===== src/rtl/axis_pkg.sv =====
// Shared AXI-Stream arbitration types and the round-robin pick function.
package axis_pkg;

  typedef enum logic {IDLE, LOCK} arb_state_t;

  localparam int RR_MAX   = 32;
  localparam int RR_IDX_W = 5;

  // Requests above ptr take precedence; otherwise wrap to the lowest requester.
  function automatic logic [RR_IDX_W-1:0] rr_next(input logic [RR_MAX-1:0] req,
                                                 input logic [RR_IDX_W-1:0] ptr);
    logic [RR_MAX-1:0] hi_mask;
    logic [RR_MAX-1:0] masked;
    logic [RR_MAX-1:0] pool;
    for (int i = 0; i < RR_MAX; i++) hi_mask[i] = (RR_IDX_W'(i) > ptr);
    masked  = req & hi_mask;
    pool    = (masked != '0) ? masked : req;
    rr_next = '0;
    for (int i = RR_MAX - 1; i >= 0; i--) if (pool[i]) rr_next = RR_IDX_W'(i);
  endfunction

endpackage


===== src/rtl/axis_rr_arbiter.sv =====
// Combinational mask-based round-robin picker: first requester after ptr, cyclic.
module axis_rr_arbiter #(
  parameter int NUM_PORTS = 4,
  parameter int IDX_W     = $clog2(NUM_PORTS)
) (
  input  logic [NUM_PORTS-1:0] req,
  input  logic [IDX_W-1:0]     ptr,
  output logic [IDX_W-1:0]     gnt_idx,
  output logic                 gnt_vld
);
  import axis_pkg::*;

  logic [RR_MAX-1:0]   req_ext;
  logic [RR_IDX_W-1:0] ptr_ext;

  always_comb begin
    req_ext                 = '0;
    req_ext[NUM_PORTS-1:0]  = req;
    ptr_ext                 = '0;
    ptr_ext[IDX_W-1:0]      = ptr;
  end

  assign gnt_idx = IDX_W'(rr_next(req_ext, ptr_ext));
  assign gnt_vld = |req;

endmodule


===== src/rtl/axis_rr_arb_mux.sv =====
// Frame-locked round-robin N:1 AXI-Stream mux with a registered output stage,
// feeding the shared downstream FIFO.
module axis_rr_arb_mux #(
  parameter int NUM_PORTS   = 4,
  parameter int DATA_WIDTH  = 8,
  parameter int KEEP_ENABLE = (DATA_WIDTH > 8),
  parameter int KEEP_WIDTH  = ((DATA_WIDTH + 7) / 8),
  parameter int LAST_ENABLE = 1,
  parameter int ID_WIDTH    = 8,
  parameter int DEST_WIDTH  = 8,
  parameter int USER_WIDTH  = 1,
  localparam int IDX_W      = $clog2(NUM_PORTS)
) (
  input  logic                             clk,
  input  logic                             rst_n,
  input  logic [NUM_PORTS*DATA_WIDTH-1:0]  s_axis_tdata,
  input  logic [NUM_PORTS-1:0]             s_axis_tvalid,
  output logic [NUM_PORTS-1:0]             s_axis_tready,
  input  logic [NUM_PORTS-1:0]             s_axis_tlast,
  input  logic [NUM_PORTS*KEEP_WIDTH-1:0]  s_axis_tkeep,
  input  logic [NUM_PORTS*USER_WIDTH-1:0]  s_axis_tuser,
  input  logic [NUM_PORTS*ID_WIDTH-1:0]    s_axis_tid,
  input  logic [NUM_PORTS*DEST_WIDTH-1:0]  s_axis_tdest,
  output logic [DATA_WIDTH-1:0]            m_axis_tdata,
  output logic                             m_axis_tvalid,
  input  logic                             m_axis_tready,
  output logic                             m_axis_tlast,
  output logic [KEEP_WIDTH-1:0]            m_axis_tkeep,
  output logic [USER_WIDTH-1:0]            m_axis_tuser,
  output logic [ID_WIDTH-1:0]              m_axis_tid,
  output logic [DEST_WIDTH-1:0]            m_axis_tdest,
  output logic [IDX_W-1:0]                 grant_idx,
  output logic                             busy
);
  import axis_pkg::*;

  arb_state_t            state, state_nxt;
  logic [IDX_W-1:0]      rr_ptr;
  logic [IDX_W-1:0]      arb_idx;
  logic                  arb_vld;
  logic                  ready_g, accept, release_frame;
  logic                  sel_valid, sel_last;
  logic [DATA_WIDTH-1:0] sel_data;
  logic [KEEP_WIDTH-1:0] sel_keep;
  logic [USER_WIDTH-1:0] sel_user;
  logic [ID_WIDTH-1:0]   sel_id;
  logic [DEST_WIDTH-1:0] sel_dest;

  axis_rr_arbiter #(.NUM_PORTS(NUM_PORTS), .IDX_W(IDX_W)) u_arb (
    .req     (s_axis_tvalid),
    .ptr     (rr_ptr),
    .gnt_idx (arb_idx),
    .gnt_vld (arb_vld)
  );

  always_comb begin
    sel_valid = 1'b0;
    sel_last  = 1'b0;
    sel_data  = '0;
    sel_keep  = '0;
    sel_user  = '0;
    sel_id    = '0;
    sel_dest  = '0;
    for (int i = 0; i < NUM_PORTS; i++) begin
      if (grant_idx == IDX_W'(i)) begin
        sel_valid = s_axis_tvalid[i];
        sel_last  = s_axis_tlast[i];
        sel_data  = s_axis_tdata[i*DATA_WIDTH +: DATA_WIDTH];
        sel_keep  = s_axis_tkeep[i*KEEP_WIDTH +: KEEP_WIDTH];
        sel_user  = s_axis_tuser[i*USER_WIDTH +: USER_WIDTH];
        sel_id    = s_axis_tid[i*ID_WIDTH +: ID_WIDTH];
        sel_dest  = s_axis_tdest[i*DEST_WIDTH +: DEST_WIDTH];
      end
    end
  end

  // The output register can take a beat whenever it is empty or draining.
  assign ready_g       = m_axis_tready | ~m_axis_tvalid;
  assign accept        = (state == LOCK) & sel_valid & ready_g;
  assign release_frame = accept & ((LAST_ENABLE != 0) ? sel_last : 1'b1);
  assign busy          = (state == LOCK);

  always_comb begin
    s_axis_tready = '0;
    if (state == LOCK) s_axis_tready[grant_idx] = ready_g;
  end

  always_comb begin
    state_nxt = state;
    case (state)
      IDLE: if (arb_vld) state_nxt = LOCK;
      LOCK: if (release_frame) state_nxt = IDLE;
    endcase
  end

  always_ff @(posedge clk or negedge rst_n) begin
    if (!rst_n) state <= IDLE;
    else        state <= state_nxt;
  end

  always_ff @(posedge clk or negedge rst_n) begin
    if (!rst_n) begin
      grant_idx <= '0;
      rr_ptr    <= IDX_W'(NUM_PORTS - 1);
    end else begin
      if (state == IDLE && arb_vld) grant_idx <= arb_idx;
      if (release_frame)            rr_ptr    <= grant_idx;
    end
  end

  always_ff @(posedge clk or negedge rst_n) begin
    if (!rst_n) begin
      m_axis_tvalid <= 1'b0;
      m_axis_tdata  <= '0;
      m_axis_tlast  <= 1'b0;
      m_axis_tkeep  <= '0;
      m_axis_tuser  <= '0;
      m_axis_tid    <= '0;
      m_axis_tdest  <= '0;
    end else if (accept) begin
      m_axis_tvalid <= 1'b1;
      m_axis_tdata  <= sel_data;
      m_axis_tlast  <= (LAST_ENABLE != 0) ? sel_last : 1'b1;
      m_axis_tkeep  <= (KEEP_ENABLE != 0) ? sel_keep : '1;
      m_axis_tuser  <= sel_user;
      m_axis_tid    <= sel_id;
      m_axis_tdest  <= sel_dest;
    end else if (m_axis_tready) begin
      m_axis_tvalid <= 1'b0;
    end
  end

endmodule


===== config.mk =====
export PLATFORM = sky130hd
export DESIGN_NAME = axis_rr_arb_mux
export DESIGN_NICKNAME = d
export VERILOG_FILES = /design/src/rtl/axis_pkg.sv /design/src/rtl/axis_rr_arbiter.sv /design/src/rtl/axis_rr_arb_mux.sv
export SDC_FILE = /design/constraint.sdc
export NUM_CORES = 1
export LEC_CHECK = 0
export ABC_AREA = 1
export CORE_MARGIN = 8
export CORE_UTILIZATION = 35
export CTS_CLUSTER_DIAMETER = 60
export CTS_CLUSTER_SIZE = 24
export DETAILED_ROUTE_END_ITERATION = 12
export HOLD_SLACK_MARGIN = 0.08
export PLACE_DENSITY = 0.83
export SETUP_SLACK_MARGIN = 0.15
export SYNTH_ARGS = -nofsm -noshare
export SYNTH_HDL_FRONTEND = slang
export SYNTH_SLANG_ARGS = --single-unit

===== constraint.sdc =====
create_clock -name clk -period 1.8 [get_ports clk]
set_input_delay 0.54 -clock clk [delete_from_list [all_inputs] [get_ports clk]]
set_output_delay 0.54 -clock clk [all_outputs]
set_load 0.01 [all_outputs]

# Word level (Yosys, flattened, before mapping)
# Index checks and enable logic that the tools add are counted.
[totals] reg_bits=33 input_bits=115 output_inout_bits=35 word_cells=126
[op_classes] magnitude_cmp=34 n_eq_ne=3 mux=65 bitwise_logic=8 reduce_logical=6
[ops] cell="$mux W8" count=12
[ops] cell="$gt A5 B2 Y1 const A" count=16
[ops] cell="$mux W2" count=32
[ops] cell="$and A4 B32 Y32" count=1
[ops] cell="$gt A4 B2 Y1 const A" count=8
[ops] cell="$mux W32" count=1
[ops] cell="$reduce_bool A32 Y1" count=1
[ops] cell="$mux W1" count=17
[ops] cell="$gt A3 B2 Y1 const A" count=4
[ops] cell="$and A4 B4 Y4" count=1
[ops] cell="$eq A2 B2 Y1 const B" count=2
[ops] cell="$gt A1 B2 Y1 const A" count=2
[ops] cell="$gt A2 B2 Y1 const A" count=2
[ops] cell="$mux W4" count=1
[ops] cell="$reduce_or A4 Y1" count=1
[ops] cell="$and A1 B1 Y1" count=3
[ops] cell="$lt A2 B3 Y1 const B" count=1
[ops] cell="$demux W1 S2" count=1
[ops] cell="$eq A2 B1 Y1 const B" count=1
[ops] cell="$ge A2 B1 Y1 const B" count=1
[ops] cell="$logic_and A1 B1 Y1" count=2
[ops] cell="$logic_not A2 Y1" count=1
[ops] cell="$not A1 Y1" count=2
[ops] cell="$pmux W1 S2" count=1
[ops] cell="2 further kinds" count=2

# Depth between registers and ports, before layout
# Gate-level depths: netlist of the first run.
[logic_depth] ltp_word=36 ltp_mapped=10 depth_no_buf=8

# Modules after synthesis
# A second synthesis of the first run with hierarchy kept.
[hier_totals] hier_cells=320 area_unflattened_um2=2265.9
[by_module_without_submodules] mod="axis_rr_arb_mux" n_inst=1 cells_each=299 area_each_um2=2169.6 seq_area_each_um2=828.3
[by_module_without_submodules] mod="axis_rr_arbiter" n_inst=1 cells_each=21 area_each_um2=96.3 seq_area_each_um2=0.0

# Least setup slack after synthesis of the first run
# No wires, ideal clock.
[synth_path] path_kind="input-to-output" from="input port m_axis_tready" to="output port s_axis_tready[0]" t_arrival_ns=1.113 required_ns=1.260 path_slack_ns=0.147 path_stages=4 path_buffers=0 path_cell_list="nor2_1 > inv_1 > nand2_1 > nor3_1"
[synth_via] elab_chain_len=3
[synth_lines] item="start, declared" line_no="axis_rr_arb_mux.sv:26" source="input logic m_axis_tready,"
[synth_lines] item="$or A1 B1 Y1" line_no="axis_rr_arb_mux.sv:78" source="assign ready_g = m_axis_tready | ~m_axis_tvalid;"
[synth_lines] item="$and A4 B4 Y4 (no source line)"
[synth_lines] item="$mux W4" line_no="axis_rr_arb_mux.sv:85" source="if (state == LOCK) s_axis_tready[grant_idx] = ready_g;"
[synth_lines] item="end, declared" line_no="axis_rr_arb_mux.sv:18" source="output logic [NUM_PORTS-1:0] s_axis_tready,"
# Every way passes these cells.

# Worst setup path in the final report of the first run
[layout_path] from="register grant_idx[1]" to="output port s_axis_tready[2]"
[layout_via] elab_chain_len=6 word_cells_on_any_way=7 classes_between="order compare (2); mux (3); bitwise (1); reduce/logical (1)"
[layout_lines] item="start, declared" line_no="axis_rr_arb_mux.sv:32" source="output logic [IDX_W-1:0] grant_idx,"
[layout_lines] item="start signal, assigned" line_no="axis_rr_arb_mux.sv:106" source="if (state == IDLE && arb_vld) grant_idx <= arb_idx;"
[layout_lines] item="$lt A2 B3 Y1 (not written as such) or $ge A2 B1 Y1 (tied branches)" line_no="axis_rr_arb_mux.sv:85"
[layout_lines] item="$logic_and A1 B1 Y1 (not written as such)" line_no="axis_rr_arb_mux.sv:85"
[layout_lines] item="$mux W1 (not written as such)" line_no="axis_rr_arb_mux.sv:85"
[layout_lines] item="$demux W1 S2 (*)" line_no="axis_rr_arb_mux.sv:85"
[layout_lines] item="$and A4 B4 Y4 (no source line) (*)"
[layout_lines] item="$mux W4 (*)" line_no="axis_rr_arb_mux.sv:85"
# Mark *: on every way between the ends. The rest lies on a longest branch, timed or not.

==> flow_metrics.tcl, run 1 <==
set metrics [dict create \
    grt_max_degree 26 \
    antenna_found_initial 0 \
    multi_input_area_um2 1210 \
    crit_required_ns 1.26 \
    path_class "reg2out" \
    grt_setup_unrepaired "yes" \
    status "finished, final reports clean" \
    syn_to_final_growth_pct 94.9 \
    ys_async_sr_fraction 1.00 \
    worstPathMaxFanout 7 \
    period_minus_slack_ns 1.75 \
    synth.area.top_cells "dfrtp_1 (38%), nand2_1 (36%), nand4_1 (9.2%), dfstp_2 (2.6%), buf_2 (2.2%)" \
    rows 28 \
    vias_per_cell 4.81 \
    wl_per_cell_um 15.7 \
    core_area_um2 5780 \
    cts_tree "yes" \
    p_per_area_nw_per_um2 1450 \
    numCtsBuffers 5 \
    synth_top_flop_cell "dfrtp_1" \
    yosysWarnings 0 \
    maxCapViolCount 0 \
    track_usage 0.198 \
    syn_area_um2 2040 \
    reg2reg_to "m_axis_tdest[6]" \
    dp_worst_setup_slack_ns -0.712 \
    die_area_um2 8540 \
    clkSlewWorstSetupHoldPaths_ns 0.07 \
    gp_routability_congestion 0.887 \
    grt_first_pass_wirelength_mm 13.5 \
    final_cell_count_no_fill 562 \
    holdWs_ns 0.215 \
    worstReg2RegStart "grant_idx[0]" \
    worstPathArrival_ns 1.21 \
    initial_core_util 0.353 \
    ant_nets 0 \
    syn_avg_cell_area_um2 6.55 \
    drc_errors 0 \
    ys_types 23 \
    final_area_um2 3980 \
    grt-ovfl-total 0 \
    vdd_ir_drop_max_mv 0.688 \
    placed_cell_area_um2 3720 \
    die_h_um 92.4 \
    fin_skew_ns 0.00528 \
    portBuffers 145 \
    hold_viol_final 0 \
    diodes 0 \
    dp.cells 543 \
    slew_headroom 0.678 \
    worstSkewPairLatency_ns 0.27 \
    drtIter0Drc 61 \
    ff2ff_path_depth 11 \
    crit_path_start "grant_idx[1]" \
    clock_path_buffers 2 \
    vias 2706 \
    yosysSeqAreaShare 0.405 \
    cts_sinks 33 \
    hp-class "in2async" \
    io_pins 150 \
    period_share 0.970 \
    fmax_ghz 0.573 \
    place_hpwl_mm 6.77 \
    final_layout_size_suffix_gt1_frac 0.189 \
    finalMaxSlewViolations 0 \
    synth_nets 427 \
    setup_viol 0 \
    die_x_um 92.4 \
    fin_ws_ns 0.0540 \
    syn_inst 312 \
    tightest_slew_ns 0.482 \
    synth_top_area_cell "dfrtp_1" \
    seqCellArea_um2 831 \
    h-tree-depth 2 \
    cp-start-kind "register" \
    postCtsHoldBufs 0 \
    yosysTopAreaCellShare 0.380 \
    critPathCaptureType "output pin" \
    ys_ff_latch 33 \
    fin_nets 601 \
    n_fill_cell 529 \
    root_buffer "clkbuf_8" \
    grt_pass1_vias 2830 \
    leakage_nw 1.95 \
    wl_mm 8.80 \
    rrSetupSlack_ns 0.17 \
    synth_edf_count 0 \
    first_pass_iters 4 \
]
==> cells in the final DEF (no fill, tap or decap), types with 5 or more instances in the layout <==
cell type,netlist,layout
buf_2,9,6
buf_4,3,25
buf_6,0,6
clkbuf_8,0,5
clkdlybuf4s50_1,0,105
dfrtp_1,31,29
dlygate4sd2_1,0,28
inv_1,7,5
nand2_1,195,176
nand2_2,3,16
nand2_4,0,6
nand3_1,6,6
nand4_1,30,30
==> critical path, stage by stage, from the launching register on <==
cell and delay [ns]:
dfrtp_2 0.38, buf_6 0.14, inv_1 0.07, nor3_2 0.16, buf_2 0.17
==> where the power goes <==
group / total, W / switching, W / internal [W]
clock network: 0.000516 / 0.000242 / 0.000274
logic: 0.00398 / 0.00220 / 0.00178
registers: 0.00128 / 0.000180 / 0.00110
==> state kept, by name, indices dropped and copies added (netlist names) <==
signal and cells:
m_axis_tdest 8, rr_ptr 2, busy 1, m_axis_tuser 1, m_axis_tdata 8, m_axis_tkeep 1, m_axis_tid 8, m_axis_tvalid 1
grant_idx 2, m_axis_tlast 1
==> stage by stage <==
| stage | utilization | total power, W | TNS (ns) |
|---|---|---|---|
| after floorplan | - | 0.00312 | 0 |
| after global placement | 0.644 | 0.00477 | -5.57 |
| after detailed placement | 0.644 | 0.00487 | -6.13 |
| after CTS | 0.659 | 0.00531 | 0 |
| after global routing | 0.689 | 0.00627 | -0.0178 |
| final | 0.689 | 0.00578 | 0 |
==> cells in the mapped netlist (3+ instances only) <==
cell type and number:
buf_2 9, buf_4 3, dfrtp_1 31, inv_1 7, inv_2 3, nand2_1 195
nand2_2 3, nand3_1 6, nand4_1 30, nor2_1 5, nor3_1 3
==> logic make-up after synthesis <==
family          Yosys count  share of synthesized area
simple gates            249                      0.519
flops                    33                      0.405
buf+inv                  24                     0.0551
compound gates            6                     0.0202
==> routing by layer <==
layer / wire [um] / vias up / track usage
met2: 4510 / 110 / 0.345
li1: - / 1345 / -
met1: 3450 / 1239 / 0.225
met4: 192 / 0 / 0.0658
met3: 659 / 12 / 0.0583
met5: 0 / - / 0
==> layout make-up <==
class / count / share of cell area
repair buffers: 181 / 0.432
multi-input cells: 255 / 0.305
flip-flops and latches: 33 / 0.209
well taps: 75 / 0.0236
clock buffers: 8 / 0.0201
inverters: 10 / 0.0107
==> repair_timing <==
item,4_1_cts,5_1_grt
buffers inserted,4,5
setup endpoints to repair,49,35
pin swaps,6,23
resized for setup,66,41
cloned,0,2
==> how the worst max path moves through the flow <==
stage	end	slack, ns	cells past startpoint
3_3_place_gp	s_axis_tready[2]	-0.62	6
2_1_floorplan	s_axis_tready[0]	0.15	4
3_5_place_dp	s_axis_tready[0]	-0.71	6
5_1_grt	s_axis_tready[2]	-0.02	6
6_report	s_axis_tready[2]	0.05	4
4_1_cts	s_axis_tready[0]	0.006	6
Note: power is estimated with default switching activity, not from simulation.
==> run 2, diff against run 1 <==
MAX_ROUTING_LAYER = met4   (was not set)
==> run 2 against run 1 <==
Net effect:
- final area up 2.5%
- combinational power grew 8.0%
- flip-flop and latch count stayed put
- cell count unchanged
- sequential power is essentially flat
- critical endpoint is now s_axis_tready[0]
- largest cell class unchanged
- fmax fell by 1.9%
- register-to-register slack worse by 0.07 ns
- utilization increased by 1.7 points
- count of clock-buffer cells in the layout unchanged
==> flow_metrics.tcl, run 2 (synthesis results as in run 1) <==
set metrics [dict create \
    wl_per_cell_um 16.0 \
    ant_nets 0 \
    switching_share 0.459 \
    vias_per_cell 4.93 \
    portBuffers 145 \
    gp_routability_congestion 0.906 \
    p_comb_frac 0.704 \
    die_h_um 92.4 \
    worstReg2RegStart "grant_idx[0]" \
    path_common_cell "inv_2" \
    core_area_um2 5780 \
    vias 2768 \
    grt_pass1_vias 2870 \
    crit_slowest_cell "dfrtp_1" \
    fin_skew_ns 0.00806 \
    path_buf_inv 3 \
    die_area_um2 8540 \
    diodes 0 \
    p_sw_w 0.00281 \
    reg2reg_to "m_axis_tkeep" \
    path_class "reg2out" \
    utilization 0.706 \
    crit_required_ns 1.26 \
    first_pass_iters 4 \
    maxCapViolCount 0 \
    p_int_w 0.00331 \
    rows 28 \
    final_area_um2 4080 \
    worstPathCellList "inv_2 -> nor2_4 -> inv_2 -> nand2_4 -> nor3_2 -> buf_2" \
    ff2ff_path_depth 11 \
    final_cell_mix "nand2_1 (158), clkdlybuf4s50_1 (105), dlygate4sd2_1 (31), nand4_1 (30), dfrtp_1 (29)" \
    cts_tree "yes" \
    finalMaxSlewViolations 0 \
    setup_viol 0 \
    worstSkewPairLatency_ns 0.28 \
    clkSlewWorstSetupHoldPaths_ns 0.06 \
    die_x_um 92.4 \
    clock_path_buffers 2 \
    grt_max_degree 26 \
    period_minus_slack_ns 1.78 \
    hold_viol_final 0 \
    grt_first_pass_wirelength_mm 13.8 \
    top_regs "m_axis_tdata: 8 flops, m_axis_tdest: 8 flops, m_axis_tid: 8 flops" \
    cpPeakStageDelay_ns 0.40 \
    wl_mm 8.97 \
    final_layout_size_suffix_gt1_frac 0.224 \
    final_common_cell "nand2_1" \
    period_share 0.989 \
    sequentialPowerShare 0.210 \
    p_per_area_nw_per_um2 1500 \
    hp-class "in2async" \
    critPathCaptureType "output pin" \
    crit_family "flip-flops" \
    drtIter0Drc 54 \
    status "finished, final reports clean" \
    initial_core_util 0.353 \
    seqCellArea_um2 831 \
    slew_headroom 0.678 \
    numCtsBuffers 5 \
    fmax_ghz 0.562 \
    worstPathArrival_ns 1.24 \
    cp-start-kind "register" \
    worstPathMaxFanout 4 \
    track_usage 0.210 \
    cts_sinks 33 \
    drc_errors 0 \
    pwr-share-clk 0.086 \
    placed_cell_area_um2 3720 \
    place_hpwl_mm 6.86 \
    root_buffer "clkbuf_8" \
    h-tree-depth 2 \
    n_fill_cell 495 \
    vdd_ir_drop_max_mv 0.742 \
    io_pins 150 \
    rrSetupSlack_ns 0.10 \
    leakage_nw 1.98 \
    antenna_found_initial 0 \
    syn_to_final_growth_pct 99.8 \
    tightest_slew_ns 0.482 \
    fin_nets 601 \
    grt-ovfl-total 0 \
    grt_setup_unrepaired "yes" \
    multi_input_area_um2 1290 \
]
## run 2: cell count changes in the layout (fill, tap and decap cells not counted), sizes merged
cell	change
clkbuf	-4
dlymetal6s2s	-3
clkdlybuf4s15	+2
dlygate4sd2	+3
buf	+2
## run 2: what timing repair did
action                                  4_1_cts  5_1_grt
gates resized for setup                      73       59
gates cloned                                  1        0
hold buffers                                  0        0
pin swaps                                     3        8
endpoints found under the setup margin       56       35
setup buffers                                 8        2
## run 2: power groups by stage
| stage | Clock, W | Combinational, W | Sequential [W] |
|---|---|---|---|
| global route | 0.000600 | 0.00468 | 0.00132 |
| CTS | 0.000541 | 0.00373 | 0.00128 |
| finish | 0.000527 | 0.00430 | 0.00129 |
| detailed placement | 0 | 0.00355 | 0.00133 |
| floorplan | 0 | 0.00168 | 0.00144 |
| global placement | 0 | 0.00346 | 0.00131 |
## run 2: worst max path at each step
| stage | startpoint | end | slack, ns | depth (start not counted) |
|---|---|---|---|---|
| 3_3_place_gp | m_axis_tready | s_axis_tready[2] | -0.63 | 6 |
| 5_1_grt | m_axis_tvalid | s_axis_tready[0] | -0.06 | 6 |
| 3_5_place_dp | m_axis_tready | s_axis_tready[0] | -0.73 | 6 |
| 4_1_cts | m_axis_tvalid | s_axis_tready[2] | 0.03 | 6 |
| 6_report | m_axis_tvalid | s_axis_tready[0] | 0.02 | 6 |
| 2_1_floorplan | m_axis_tready | s_axis_tready[0] | 0.15 | 4 |
## run 2: per-layer routing
metal	wire length, um	vias to the layer above	GRT usage	part of all wire
li1	-	1347	-	-
met1	3500	1289	0.228	0.39
met2	4670	117	0.374	0.52
met3	605	15	0.0405	0.067
met4	189	0	0.0711	0.021
met5	0	-	-	0
## run 2: cell type report
| class | instances | area share |
|---|---|---|
| flip-flops and latches | 33 | 0.203 |
| repair buffers | 181 | 0.428 |
| multi-input cells | 255 | 0.317 |
| inverters | 10 | 0.00981 |
| well taps | 75 | 0.0230 |
| clock buffers | 8 | 0.0196 |
## run 2: through the flow
| stage | total power (W) | TNS [ns] | worst slack, ns | hold WS (ns) | instances |
|---|---|---|---|---|---|
| after detailed placement | 0.00488 | -6.54 | -0.728 | 0.458 | 543 |
| after floorplan | 0.00312 | 0 | 0.147 | 0.244 | 312 |
| after CTS | 0.00555 | 0 | 0.0272 | 0.215 | 560 |
| after global routing | 0.00660 | -0.0658 | -0.0617 | 0.232 | 562 |
| after global placement | 0.00477 | -5.62 | -0.626 | 0.450 | 543 |
| final | 0.00612 | 0 | 0.0195 | 0.206 | 562 |
